`src/rtl/pipe_ctrl_pkg.sv`:
```
// Shared definitions for the pipeline hazard controller: FSM encoding and parameter defaults.
package pipe_ctrl_pkg;

  localparam int unsigned REG_ADDR_W_DEF     = 5;
  localparam int unsigned TIMEOUT_CYCLES_DEF = 16;

  typedef enum logic [1:0] {
    ST_IDLE = 2'd0,
    ST_WAIT = 2'd1,
    ST_ERR  = 2'd2
  } state_t;

endpackage

```
`src/rtl/load_use_detect.sv`:
```
// Combinational load-use comparator between the EX-stage load and the ID-stage sources.
module load_use_detect
  import pipe_ctrl_pkg::*;
#(
  parameter int unsigned REG_ADDR_W = REG_ADDR_W_DEF
) (
  input  logic                  mem_read_en_ex,
  input  logic [REG_ADDR_W-1:0] dest_ex,
  input  logic [REG_ADDR_W-1:0] src1_id,
  input  logic [REG_ADDR_W-1:0] src2_id,
  input  logic                  two_src_id,
  output logic                  load_use
);

  logic w_dest_nz;
  logic w_src1_hit;
  logic w_src2_hit;

  // Register 0 is hard-wired, so a load targeting it can never create a hazard
  always_comb begin
    w_dest_nz  = (dest_ex != '0);
    w_src1_hit = (dest_ex == src1_id);
    w_src2_hit = two_src_id && (dest_ex == src2_id);
    load_use   = mem_read_en_ex && w_dest_nz && (w_src1_hit || w_src2_hit);
  end

endmodule

```
`src/rtl/pipe_hazard_ctrl.sv`:
```
// Stall/flush sequencer for the 5-stage pipeline: memory wait FSM with timeout,
// load-use stall and taken-branch flush, merged by priority.
// Optional build macro PIPE_STALL_CNT_EN adds a saturating 32-bit stall_cnt output.
module pipe_hazard_ctrl
  import pipe_ctrl_pkg::*;
#(
  parameter int unsigned REG_ADDR_W     = REG_ADDR_W_DEF,
  parameter int unsigned TIMEOUT_CYCLES = TIMEOUT_CYCLES_DEF,
  parameter int unsigned TO_CNT_W       = 8
) (
  input  logic                  clk,
  input  logic                  rst,
  input  logic                  mem_read_en_mem,
  input  logic                  mem_write_en_mem,
  input  logic                  dmem_ack,
  input  logic                  mem_read_en_ex,
  input  logic [REG_ADDR_W-1:0] dest_ex,
  input  logic [REG_ADDR_W-1:0] src1_id,
  input  logic [REG_ADDR_W-1:0] src2_id,
  input  logic                  two_src_id,
  input  logic                  branch_taken,
  output logic                  dmem_req,
  output logic                  pc_hold,
  output logic                  if2id_hold,
  output logic                  if2id_flush,
  output logic                  id2ex_hold,
  output logic                  id2ex_bubble,
  output logic                  ex2mem_hold,
  output logic                  mem2wb_bubble,
  output logic                  timeout_err
`ifdef PIPE_STALL_CNT_EN
  ,
  output logic [31:0]           stall_cnt
`endif
);

  state_t              r_state;
  state_t              w_state_nxt;
  logic [TO_CNT_W-1:0] r_to_cnt;
  logic [TO_CNT_W-1:0] w_to_cnt_nxt;
  logic                r_timeout_err;
  logic                w_mem_op;
  logic                w_load_use;
  logic                w_freeze;

  load_use_detect #(
    .REG_ADDR_W (REG_ADDR_W)
  ) u_load_use_detect (
    .mem_read_en_ex (mem_read_en_ex),
    .dest_ex        (dest_ex),
    .src1_id        (src1_id),
    .src2_id        (src2_id),
    .two_src_id     (two_src_id),
    .load_use       (w_load_use)
  );

  assign w_mem_op = mem_read_en_mem | mem_write_en_mem;

  // State, timeout counter and sticky error flag
  always_ff @(posedge clk) begin
    if (rst) begin
      r_state       <= ST_IDLE;
      r_to_cnt      <= '0;
      r_timeout_err <= 1'b0;
    end else begin
      r_state  <= w_state_nxt;
      r_to_cnt <= w_to_cnt_nxt;
      if (w_state_nxt == ST_ERR) begin
        r_timeout_err <= 1'b1;
      end
    end
  end

  // Next state: enter WAIT on an unacknowledged access, leave on ack or timeout
  always_comb begin
    w_state_nxt  = r_state;
    w_to_cnt_nxt = r_to_cnt;
    case (r_state)
      ST_IDLE: begin
        if (w_mem_op && !dmem_ack) begin
          w_state_nxt  = ST_WAIT;
          w_to_cnt_nxt = TO_CNT_W'(1);
        end
      end
      ST_WAIT: begin
        if (dmem_ack) begin
          w_state_nxt  = ST_IDLE;
          w_to_cnt_nxt = '0;
        end else if (r_to_cnt == TO_CNT_W'(TIMEOUT_CYCLES)) begin
          w_state_nxt = ST_ERR;
        end else begin
          w_to_cnt_nxt = r_to_cnt + TO_CNT_W'(1);
        end
      end
      ST_ERR: begin
        w_state_nxt = ST_ERR;
      end
      default: begin
        w_state_nxt  = ST_IDLE;
        w_to_cnt_nxt = '0;
      end
    endcase
  end

  // Outputs: freeze beats load-use beats branch flush; everything quiet during reset
  always_comb begin
    dmem_req      = 1'b0;
    pc_hold       = 1'b0;
    if2id_hold    = 1'b0;
    if2id_flush   = 1'b0;
    id2ex_hold    = 1'b0;
    id2ex_bubble  = 1'b0;
    ex2mem_hold   = 1'b0;
    mem2wb_bubble = 1'b0;
    timeout_err   = 1'b0;
    w_freeze      = 1'b0;
    case (r_state)
      ST_IDLE: begin
        dmem_req = w_mem_op;
        w_freeze = w_mem_op && !dmem_ack;
      end
      ST_WAIT: begin
        dmem_req = 1'b1;
        w_freeze = !dmem_ack;
      end
      ST_ERR: begin
        w_freeze = 1'b1;
      end
      default: begin
        w_freeze = 1'b0;
      end
    endcase
    if (!rst) begin
      timeout_err = r_timeout_err;
      if (w_freeze) begin
        pc_hold       = 1'b1;
        if2id_hold    = 1'b1;
        id2ex_hold    = 1'b1;
        ex2mem_hold   = 1'b1;
        mem2wb_bubble = 1'b1;
      end else if (w_load_use) begin
        pc_hold      = 1'b1;
        if2id_hold   = 1'b1;
        id2ex_bubble = 1'b1;
      end else if (branch_taken) begin
        if2id_flush  = 1'b1;
        id2ex_bubble = 1'b1;
      end
    end else begin
      dmem_req = 1'b0;
    end
  end

`ifdef PIPE_STALL_CNT_EN
  logic [31:0] r_stall_cnt;

  // Saturating count of cycles in which the PC was held
  always_ff @(posedge clk) begin
    if (rst) begin
      r_stall_cnt <= '0;
    end else if (pc_hold && (r_stall_cnt != 32'hFFFF_FFFF)) begin
      r_stall_cnt <= r_stall_cnt + 32'd1;
    end
  end

  assign stall_cnt = r_stall_cnt;
`endif

endmodule
```
`config.mk`:
```
export PLATFORM = sky130hd
export DESIGN_NAME = pipe_hazard_ctrl
export DESIGN_NICKNAME = d
export VERILOG_FILES = /design/src/rtl/pipe_ctrl_pkg.sv /design/src/rtl/load_use_detect.sv /design/src/rtl/pipe_hazard_ctrl.sv
export SDC_FILE = /design/constraint.sdc
export NUM_CORES = 1
export LEC_CHECK = 0
export CAP_MARGIN = 20
export CELL_PAD_IN_SITES_DETAIL_PLACEMENT = 1
export CELL_PAD_IN_SITES_GLOBAL_PLACEMENT = 2
export CORE_MARGIN = 1
export CORE_UTILIZATION = 24
export DETAILED_ROUTE_END_ITERATION = 7
export PLACE_DENSITY_LB_ADDON = 0.1
export SETUP_SLACK_MARGIN = 0.5
export SYNTH_ARGS = -nofsm -noshare
export SYNTH_HDL_FRONTEND = slang
export SYNTH_SLANG_ARGS = --single-unit
```
`constraint.sdc`:
```
create_clock -name clk -period 4 [get_ports clk]
set_input_delay 0.6 -clock clk [delete_from_list [all_inputs] [get_ports clk]]
set_output_delay 0.6 -clock clk [all_outputs]
set_load 0.02 [all_outputs]
```
### Word-level counts from Yosys, hierarchy flattened

Index checks and enable logic that the tools add are counted.

* flip-flop bits (word level): 11
* input port bits: 23
* output and inout port bits: 9
* logic and storage cells: 47

* add/sub/neg operators: 1
* equal/unequal tests: 8
* muxes and demuxes: 24
* bitwise logic cells: 2
* reduce and logical (&&, ||, !) cells: 9

Operators by type and width (number)
* 8-bit two-way mux: 3
* 8-bit one-hot mux with 3 select lines: 1
* 1-bit two-way mux: 14
* 5-bit == test: 2
* 8-bit by 1-bit adder with 8-bit output, second input constant: 1
* 8-bit by 5-bit == test with 1-bit output, second input constant: 1
* 2-bit two-way mux: 3
* 2-bit one-hot mux with 3 select lines: 1
* 5-bit nonzero test: 1
* 2-bit == test, second input constant: 2
* 1-bit logical AND: 4
* 3-bit != test, second input constant: 1
* 1-bit one-hot mux with 3 select lines: 1
* 3-bit AND reduction: 1
* 2-bit by 1-bit == test with 1-bit output, second input constant: 1
* 2-bit zero test: 1
* 2-bit != test, second input constant: 1
* 1-bit one-hot mux with 2 select lines: 1
* 1-bit zero test: 1
* 1-bit logical OR: 1
* 1-bit NOT: 1
* 1-bit OR: 1

### Logic depth before layout (Yosys ltp)

Gate-level depths: netlist (run 1).

* depth in word-level cells: 7
* mapped depth: 6
* mapped depth without buffers: 6

### Modules after synthesis

Synthesis (run 1) repeated with hierarchy kept, for this count alone.

* cells, all modules: 99
* area, all modules: 797.0 um2

By module, submodules not included
* pipe_hazard_ctrl: times used 1, cells an instance 82, area an instance 664.4 um2, seq. area each 220.2 um2
* load_use_detect: times used 1, cells an instance 17, area an instance 132.6 um2, seq. area each 0.0 um2

### Worst setup path after synthesis (run 1)

OpenSTA, ideal clock, no wires.

* kind: input -> output
* from: input dest_ex[0]
* to: output if2id_flush
* data arrival time: 1.804 ns
* data required time: 3.400 ns
* setup slack: 1.596 ns
* cell stages on the path: 4
* path buffers: 0
* path through: or4_1 -> o21ai_1 -> inv_1 -> a21boi_0

* word-level cells in the longest chain between the ends: 7
* elaborated cells on any way between the ends: 10
* classes of those cells: 2 x eq/ne; 3 x mux; 5 x reduce/logical

Ends and longest elaborated chain
* start: declaration: RTL line pipe_hazard_ctrl.sv:17 `input logic [REG_ADDR_W-1:0] dest_ex,`
* 5-bit == test: RTL line load_use_detect.sv:23 `w_src2_hit = two_src_id && (dest_ex == src2_id);`
* 1-bit logical AND: RTL line load_use_detect.sv:23
* 1-bit logical OR: RTL line load_use_detect.sv:24 `load_use = mem_read_en_ex && w_dest_nz && (w_src1_hit || w_src2_hit);`
* 1-bit logical AND *: RTL line load_use_detect.sv:24
* 1-bit two-way mux *: RTL line pipe_hazard_ctrl.sv:141 `end else if (w_load_use) begin`
* 1-bit two-way mux *: RTL line pipe_hazard_ctrl.sv:135 `if (w_freeze) begin`
* 1-bit two-way mux *: RTL line pipe_hazard_ctrl.sv:133 `if (!rst) begin`
* end: declaration: RTL line pipe_hazard_ctrl.sv:25 `output logic if2id_flush,`

Mark *: on every way between the ends. The rest lies on a longest branch, timed or not.

### Worst setup path after layout (run 1)

Ends and elaborated chain as after synthesis.

==> summary.md, run 1 <==
| Metric | Value |
|---|---|
| Worst-margin pin slew | `0.571 ns` |
| Grt ovf | `0` |
| CTS tree | `done` |
| Placed insts | `168` |
| Hold_buf cts | `0` |
| Synth-to-layout area growth | `46.2%` |
| # resized after CTS | `0` |
| Yosys cell types | `37` |
| Die area | `0.00348 mm²` |
| Number of global-route vias before repair | `859` |
| DRT Pass-1 Iters | `4` |
| Initial Utilization | `25.3%` |
| # DRC | `0` |
| PD cells | `232 mW/mm²` |
| CP max stage delay | `0.63 ns` |
| Mapped cell area | `779 µm²` |
| Final hold violations | `0` |
| Core area | `0.00308 mm²` |
| Via Count | `804` |
| Crit Reg-Reg Endpoint | `r_to_cnt[0]$_SDFFE_PP0P_` |
| Post-place setup slack | `0.781 ns` |
| Area share of the largest cell type after synthesis | `28.3%` |
| Post-route ant nets | `0` |
| RR Startpoint | `r_to_cnt[0]$_SDFFE_PP0P_` |
| Clk_skew | `0.00193 ns` |
| Final Cycle Share | `80.6%` |
| Clock-pin slew on the worst setup and hold paths | `0.07 ns` |
| Synth area leaders | `dfxtp_1 28%, xnor2_1 11%, a21oi_1 6.4%` |
| Register area share after synthesis | `28.3%` |
| Hold Path Origin | `r_to_cnt[7]$_SDFFE_PP0P_` |
| Post-synth EDFFs | `0` |
| Comb pwr share | `27.9%` |
| Total Wirelength | `2130 µm` |
| Layout cell share with drive strength beyond 1 | `7.03%` |
| Drt via density | `4.67` |
| GPL Wtd Cong | `0.708` |
| R2R cell count | `6` |
| Top delay family on crit path | `buffers and inverters` |
| Setup_tns | `0 ns` |
| Max clock buf depth | `2` |
| Max Cap Viol | `0` |
| CP cell instances | `clkdlybuf4s50_1, or4_1, o21ai_1, inv_1, a21boi_0, clkdlybuf4s50_1` |
| CP required | `3.40 ns` |
| Antenna cells | `0` |
| Most used DFF post-synth | `dfxtp_1` |
| Tmin final | `3.22 ns` |
| CTS Sinks | `11` |
| Cell taking the most area after synthesis | `dfxtp_1` |
| Crit-path max FO | `3` |
| Worst reg2reg setup slack | `2.32 ns` |
| I/O pins | `32` |
| Nets | `154` |
| Power consumption | `0.265 mW` |
| RSZ-0062 raised after global routing | `false` |
| Slowest cell on crit path | `clkdlybuf4s50_1` |
| Synth Register Bits | `11` |
| CP arrival | `2.62 ns` |
| Max VDD drop | `93.4 µV` |
| CP Capture Type | `primary output` |
| Die Span Y | `59.0 µm` |
| Mapped Avg Cell Area | `7.95 µm²` |
| Net Sw Frac | `27.6%` |
| PnR worst setup slack | `0.775 ns` |
| Count leader, synth | `dfxtp_1` |
| Hold Crit Class | `flop to flop` |
| Ys Warns | `0` |
| WHS Path Cells | `1` |
| Leakage | `0.362 nW` |
| Total CTS buffers | `3` |
| Rows | `20` |
| CP bufs+invs | `3` |
| H-tree Lvls | `1` |
| GRT Util Overall | `14.2%` |
| Reg power frac | `43.0%` |
| Initial antenna violation count | `0` |
| Max Freq | `0.310 GHz` |
| Rel. slew slack | `62.0%` |
| Largest net degree at the start of global routing | `16` |
| Status | `complete, no violations` |
| Initial detailed-routing violation count | `14` |
| HPWL after detailed placement | `1730 µm` |
| I/O Buffers | `31` |
| Hold-critical path endpoint | `r_to_cnt[7]$_SDFFE_PP0P_` |
| Die width | `59.0 µm` |
| First-pass GRT wire length | `3690 µm` |
| Root buf cell | `clkbuf_4` |
| Net Switching | `0.0732 mW` |
| Post-CTS Setup Bufs | `0` |
| Final setup fails | `0` |
| WL/cell | `12.4 µm` |
| CP dominant cell by count | `clkdlybuf4s50_1` |
| Clk pwr share | `29.1%` |
| CP Launch Type | `primary input` |
| Crit Path Category | `primary input to primary output` |
| Most frequent cells after synthesis | `11 x dfxtp_1, 10 x a21oi_1, 10 x xnor2_1, 8 x inv_1, 8 x o21ai_0` |
| Cells after Synth | `98` |
| Async SR Flop Fraction | `0%` |
| Fin cells | `172` |
| Syn Nets | `123` |
| Max-slew violations | `0` |
| P_int | `0.192 mW` |
| Worst skew pair latency | `0.27 ns` |
[flip-flops by register name, indices dropped and copies added (netlist names)]
| signal | count |
|---|---|
| r_state | 2 |
| r_to_cnt | 8 |
| r_timeout_err | 1 |
[final cells by class]
class	instances	area [µm²]
fill	380	1940
tap	44	55.1
multi-input combinational	74	498
clock buffer	4	26.3
inverter	8	30.0
timing repair buffer	31	310
sequential	11	220
[metal layers]
metal	wire (µm)	global-route usage [%]	vias to the layer above
met5	0	0	-
met4	19	5.10	0
met3	102	4.37	2
met2	979	24.2	20
met1	1030	16.7	370
li1	-	-	412
[through the flow]
stage | instance area, µm² | hold WS, ns | util, %
global placement | 1110 | 0.475 | 36.2
global route | 1140 | 0.528 | 37.0
floorplan | 779 | 0.450 | -
detailed placement | 1110 | 0.493 | 36.2
finish | 1140 | 0.503 | 37.0
CTS | 1140 | 0.507 | 37.0
[worst max-delay path by stage]
stage	from	to	slack (ns)	cells past startpoint
floorplan	dest_ex[0]	if2id_flush	1.60	4
global placement	dest_ex[0]	if2id_flush	0.78	6
detailed placement	dest_ex[0]	if2id_flush	0.78	6
CTS	dest_ex[0]	if2id_flush	0.76	6
global route	mem_write_en_mem	if2id_flush	0.66	6
finish	dest_ex[0]	if2id_flush	0.78	6
[worst reg2reg max path, delay by kind of cell (launching register included)]
family                   cells  cell delay [ns]
AO/OA/AOI/OAI                1             0.14
buffers and inverters        1             0.07
flip-flops                   1             0.42
AND/OR/NAND/NOR              3             0.81
adder cells (fa/ha/maj)      1             0.19
[power by group through the flow]
stage                     registers [mW]  clock network [mW]  logic, mW
after floorplan                    0.116                   0     0.0373
after detailed placement           0.116                   0     0.0746
after global routing               0.114              0.0880     0.0812
final                              0.114              0.0771     0.0739
after CTS                          0.114              0.0826     0.0751
after global placement             0.117                   0     0.0742
[logic make-up after synthesis]
family                   Yosys count  share of synthesized area, %
buffers and inverters             13                          7.86
adder cells (fa/ha/maj)            2                          3.21
AO/OA/AOI/OAI                     29                          22.3
flip-flops                        11                          28.3
AND/OR/NAND/NOR                   33                          27.1
XOR/XNOR                          10                          11.2
[cells in the final DEF (no fill, tap or decap), drive strengths merged, types with 4 or more instances in the layout]
master,netlist,final
inv,8,8
o21ai,10,10
clkbuf,1,4
nand2,4,4
or4,4,4
nand3,4,4
xnor2,10,10
clkdlybuf4s50,0,31
a21oi,11,11
dfxtp,11,11
Power figures use the tool's default switching activity.
==> run 2, diff against run 1 <==
--- a/config.mk
+++ b/config.mk
@@ -9,7 +9,7 @@
 export CELL_PAD_IN_SITES_DETAIL_PLACEMENT = 1
 export CELL_PAD_IN_SITES_GLOBAL_PLACEMENT = 2
 export CORE_MARGIN = 1
-export CORE_UTILIZATION = 24
+export CORE_UTILIZATION = 22
 export DETAILED_ROUTE_END_ITERATION = 7
 export PLACE_DENSITY_LB_ADDON = 0.1
 export SETUP_SLACK_MARGIN = 0.5
==> constraint.sdc (replaced) <==
create_clock -name clk -period 3 [get_ports clk]
set_input_delay 0.45 -clock clk [delete_from_list [all_inputs] [get_ports clk]]
set_output_delay 0.45 -clock clk [all_outputs]
set_load 0.02 [all_outputs]
==> run 2 against run 1 <==
Compared with the run above: global-route usage down 1.1 points; highest routed layer unchanged; largest cell class unchanged; flip-flop and latch count unchanged; hold slack worse by 0.019 ns; non-clock buffer count up 4; combinational power up 35%.
==> summary.md, run 2 (synthesized netlist as in run 1, its figures left out) <==
| Metric | Value |
|---|---|
| Status | `complete, no violations` |
| Setup_tns | `0 ns` |
| Die area | `0.00379 mm²` |
| Initial Utilization | `23.2%` |
| Slowest cell on crit path | `clkdlybuf4s50_1` |
| Max Freq | `0.425 GHz` |
| R2R cell count | `6` |
| RR Startpoint | `r_to_cnt[0]$_SDFFE_PP0P_` |
| Final setup fails | `0` |
| CP Launch Type | `primary input` |
| Root buf cell | `clkbuf_4` |
| CP bufs+invs | `3` |
| Clock-pin slew on the worst setup and hold paths | `0.07 ns` |
| CP cell instances | `clkdlybuf4s50_1, nor3_1, buf_4, nor3_1, clkdlybuf4s50_1` |
| WL/cell | `12.8 µm` |
| Final Cycle Share | `78.4%` |
| HPWL after detailed placement | `1850 µm` |
| WL met1 | `979 µm` |
| CP arrival | `1.90 ns` |
| Critical Path Sink | `dmem_req` |
| DRT Pass-1 Iters | `4` |
| Synth-to-layout area growth | `50.1%` |
| CTS Sinks | `11` |
| Tmin final | `2.35 ns` |
| Worst reg2reg setup slack | `1.31 ns` |
| Crit Reg-Reg Endpoint | `r_to_cnt[0]$_SDFFE_PP0P_` |
| Core area | `0.00336 mm²` |
| Post-place setup slack | `0.133 ns` |
| I/O pins | `32` |
| Number of global-route vias before repair | `787` |
| Rows | `21` |
| Antenna cells | `0` |
| Top delay family on crit path | `buffers and inverters` |
| WL met2 | `1190 µm` |
| Worst skew pair latency | `0.27 ns` |
| Top sig layer | `met4` |
| Crit path depth | `5` |
| CP Capture Type | `primary output` |
| First-pass GRT wire length | `3540 µm` |
| Initial detailed-routing violation count | `24` |
| CTS tree | `done` |
| Nets | `158` |
| Area occupied by multi-input gates | `504 µm²` |
| CP required | `2.55 ns` |
| H-tree Lvls | `1` |
| Final hold violations | `0` |
| Drt via density | `4.70` |
| Total CTS buffers | `3` |
| PD cells | `306 mW/mm²` |
| PnR worst setup slack | `0.647 ns` |
| Total Wirelength | `2270 µm` |
| Die Span Y | `61.5 µm` |
| Via Count | `837` |
| Register Area | `220 µm²` |
| Leakage | `0.435 nW` |
| Layout cell share with drive strength beyond 1 | `13.6%` |
| Largest net degree at the start of global routing | `16` |
| Commonest non-fill, non-tap cell in the layout | `clkdlybuf4s50_1` |
| Rel. slew slack | `60.3%` |
| Max-slew violations | `0` |
| Clk_skew | `0.00120 ns` |
| I/O Buffers | `31` |
| Max reg flops | `8` |
| Max VDD drop | `129 µV` |
| Post-CTS Setup Bufs | `0` |
| CP startpoint | `mem_write_en_mem` |
| # DRC | `0` |
| Max Cap Viol | `0` |
| Top reg by flops | `r_to_cnt` |
| Max clock buf depth | `2` |
| Met3 wire len | `92 µm` |
| Crit-path max FO | `2` |
| FILL cells | `438` |
| Post-route ant nets | `0` |
| Hold Crit Class | `flop to flop` |
| RSZ-0062 raised after global routing | `false` |
| GPL Wtd Cong | `0.664` |
| Most frequent cells in the layout | `20 x clkdlybuf4s50_1, 11 x dfxtp_1, 10 x a21oi_1, 10 x xnor2_1` |
| Die width | `61.5 µm` |
| WHS Path Cells | `1` |
| CP max stage delay | `0.64 ns` |
| GRT Util Overall | `13.1%` |
| Crit Path Category | `primary input to primary output` |
| Largest registers | `r_to_cnt (8), r_state (2), r_timeout_err (1)` |
| Initial antenna violation count | `0` |
| Grt ovf | `0` |
| Worst-margin pin slew | `0.595 ns` |
[run 2: cell types whose count changed in the layout (fill, tap and decap cells not counted), sizes merged]
cell | previous run | this run
clkdlybuf4s50 | 31 | 20
buf | 0 | 7
dlymetal6s2s | 0 | 4
dlygate4sd2 | 0 | 3
clkbuf | 4 | 5
[run 2: final cells by class]
cell class | count | area share [%]
clock buffers | 4 | 2.25
inverters | 8 | 2.57
multi-input cells | 74 | 43.1
flip-flops and latches | 11 | 18.8
well taps | 46 | 4.92
repair buffers | 35 | 28.3
[run 2: what timing repair did]
item	4_1_cts	5_1_grt
pin swaps	0	2
endpoints found under the setup margin	7	4
gates resized for setup	17	9
hold buffers	0	0
[run 2: metrics by stage]
step | utilization [%] | cells | hold slack [ns] | instance area [µm²] | power (mW)
3_5_place_dp | 34.1 | 174 | 0.482 | 1150 | 0.261
2_1_floorplan | - | 98 | 0.450 | 779 | 0.204
3_3_place_gp | 34.1 | 174 | 0.481 | 1150 | 0.259
4_1_cts | 34.4 | 178 | 0.492 | 1160 | 0.366
6_report | 34.8 | 178 | 0.483 | 1170 | 0.358
5_1_grt | 34.8 | 178 | 0.542 | 1170 | 0.378
[run 2: routing by layer]
metal | track usage, % | up-vias
met3 | 4.62 | 2
met2 | 23.0 | 17
met5 | 0 | -
met4 | 3.81 | 0
met1 | 14.9 | 393
li1 | - | 425
[run 2: worst min-delay path by stage]
stage | start | end
2_1_floorplan | r_to_cnt[7]$_SDFFE_PP0P_ | r_to_cnt[7]$_SDFFE_PP0P_
3_3_place_gp | r_to_cnt[7]$_SDFFE_PP0P_ | r_to_cnt[7]$_SDFFE_PP0P_
3_5_place_dp | r_to_cnt[7]$_SDFFE_PP0P_ | r_to_cnt[7]$_SDFFE_PP0P_
4_1_cts | r_to_cnt[7]$_SDFFE_PP0P_ | r_to_cnt[7]$_SDFFE_PP0P_
5_1_grt | r_to_cnt[7]$_SDFFE_PP0P_ | r_to_cnt[7]$_SDFFE_PP0P_
6_report | r_to_cnt[7]$_SDFFE_PP0P_ | r_to_cnt[7]$_SDFFE_PP0P_
[run 2: power breakdown]
group          internal, mW  switching, mW
sequential            0.148        0.00370
combinational        0.0551         0.0451
clock                0.0515         0.0543
total                 0.255          0.103
==> variant: new RTL, config.mk and constraints of run 2 <==
Set the package constant `REG_ADDR_W_DEF` to 7 (it was 5).
--- a/src/rtl/pipe_ctrl_pkg.sv
+++ b/src/rtl/pipe_ctrl_pkg.sv
@@ -1,7 +1,7 @@
 // Shared definitions for the pipeline hazard controller: FSM encoding and parameter defaults.
 package pipe_ctrl_pkg;
 
-  localparam int unsigned REG_ADDR_W_DEF     = 5;
+  localparam int unsigned REG_ADDR_W_DEF     = 7;
   localparam int unsigned TIMEOUT_CYCLES_DEF = 16;
 
   typedef enum logic [1:0] {
Ports: changed (resized dest_ex, src1_id and src2_id); port bits go from 32 to 38. The function was not compared with the original's and may differ.
==> variant against run 2 <==
Die area rose by 12%. Sequential share of layout area fell by 3.1 points. Design area rose by 20%. Area after synthesis rose by 12%. Power rose by 21%. Routed wire length rose by 12%. Worst setup slack got worse by 35 ps. Sequential cell count did not move. Count of clock-buffer cells in the layout did not move. Largest power group unchanged.
==> variant: results (changes against run 2) <==
| Metric | Value |
|---|---|
| Min Hold Slack | 501 ps (+17.9 ps) |
| Clock-pin slew on the worst setup and hold paths | 50 ps (-20 ps) |
| Post-Place Cell Area | 1320 um^2 (+15%) |
| Share of cells above drive strength 1 | 0.190 (+0.0532) |
| Synthesized Nets | 142 (+15%) |
| Sequential area share after synthesis | 0.252 (-0.0307) |
| Worst vdd ir | 0.120 mV (-7.1%) |
| XOR/XNOR share of the synthesized area | 0.140 (+0.0278) |
| Global routing usage on met3 | 0.0229 (-0.0233) |
| Routed vias | 928 (+11%) |
| Reg2Reg Depth | 5 (-1) |
| Post-synthesis mux area share | 0.0415 (+0.0415) |
| Synth cell types | 36 (-2.7%) |
| Crit path DAT | 1940 ps (+40 ps) |
| GR Util met1 | 0.134 (-0.0156) |
| Outcome | finished, final reports clean |
| Dominant cells by area after synthesis | dfxtp_1 25%, xnor2_1 11%, a21oi_1 6.3%, nand3_1 4.0%, nand4_1 3.6% |
| Setup Skew | 2.15 ps (+0.945 ps) |
| Pin count of the biggest net entering global routing | 13 (-3) |
| Met3 wire length | 85 um (-7.6%) |
| Pleak | 0.000551 uW (+27%) |
| Min-Delay Endpoint | r_to_cnt[6] |
| Root Driver | clkbuf_8 |
| Initial DRC Count | 42 (+75%) |
| Routability Congestion | 0.703 (+5.9%) |
| Overall Global Routing Usage | 0.135 (+0.00378) |
| Crit Path Max Fanout | 3 (+1) |
| Synth Area in Adders | 0.0286 (-0.00349) |
variant: cell count changes in the layout (fill, tap and decap cells not counted), moves of 4 or more:
cell and change:
buf_4 +4, clkdlybuf4s50_1 +4, nor2_1 +5, o21ai_0 -5, or4_1 -4
variant: report_power, final:
group | switching, uW | internal (uW) | total [uW]
sequential | 4.53 | 149 | 153
combinational | 55.2 | 71.7 | 127
clock | 59.8 | 93.7 | 153
variant: per-stage QoR:
| stage | TNS (ps) | setup WS, ps | cells |
|---|---|---|---|
| CTS | 0 | 460 | 201 |
| floorplan | 0 | 742 | 111 |
| global route | 0 | 516 | 201 |
| global placement | -7.37 | -7.37 | 197 |
| finish | 0 | 612 | 201 |
| detailed placement | -1.82 | -1.82 | 197 |
variant: cell type report:
type	count	area, um^2	area share
inverter	6	22.5	0.0161
timing repair buffer	43	417	0.298
multi-input combinational	89	634	0.453
tap	48	60.1	0.0429
clock buffer	4	45.0	0.0322
sequential	11	220	0.157
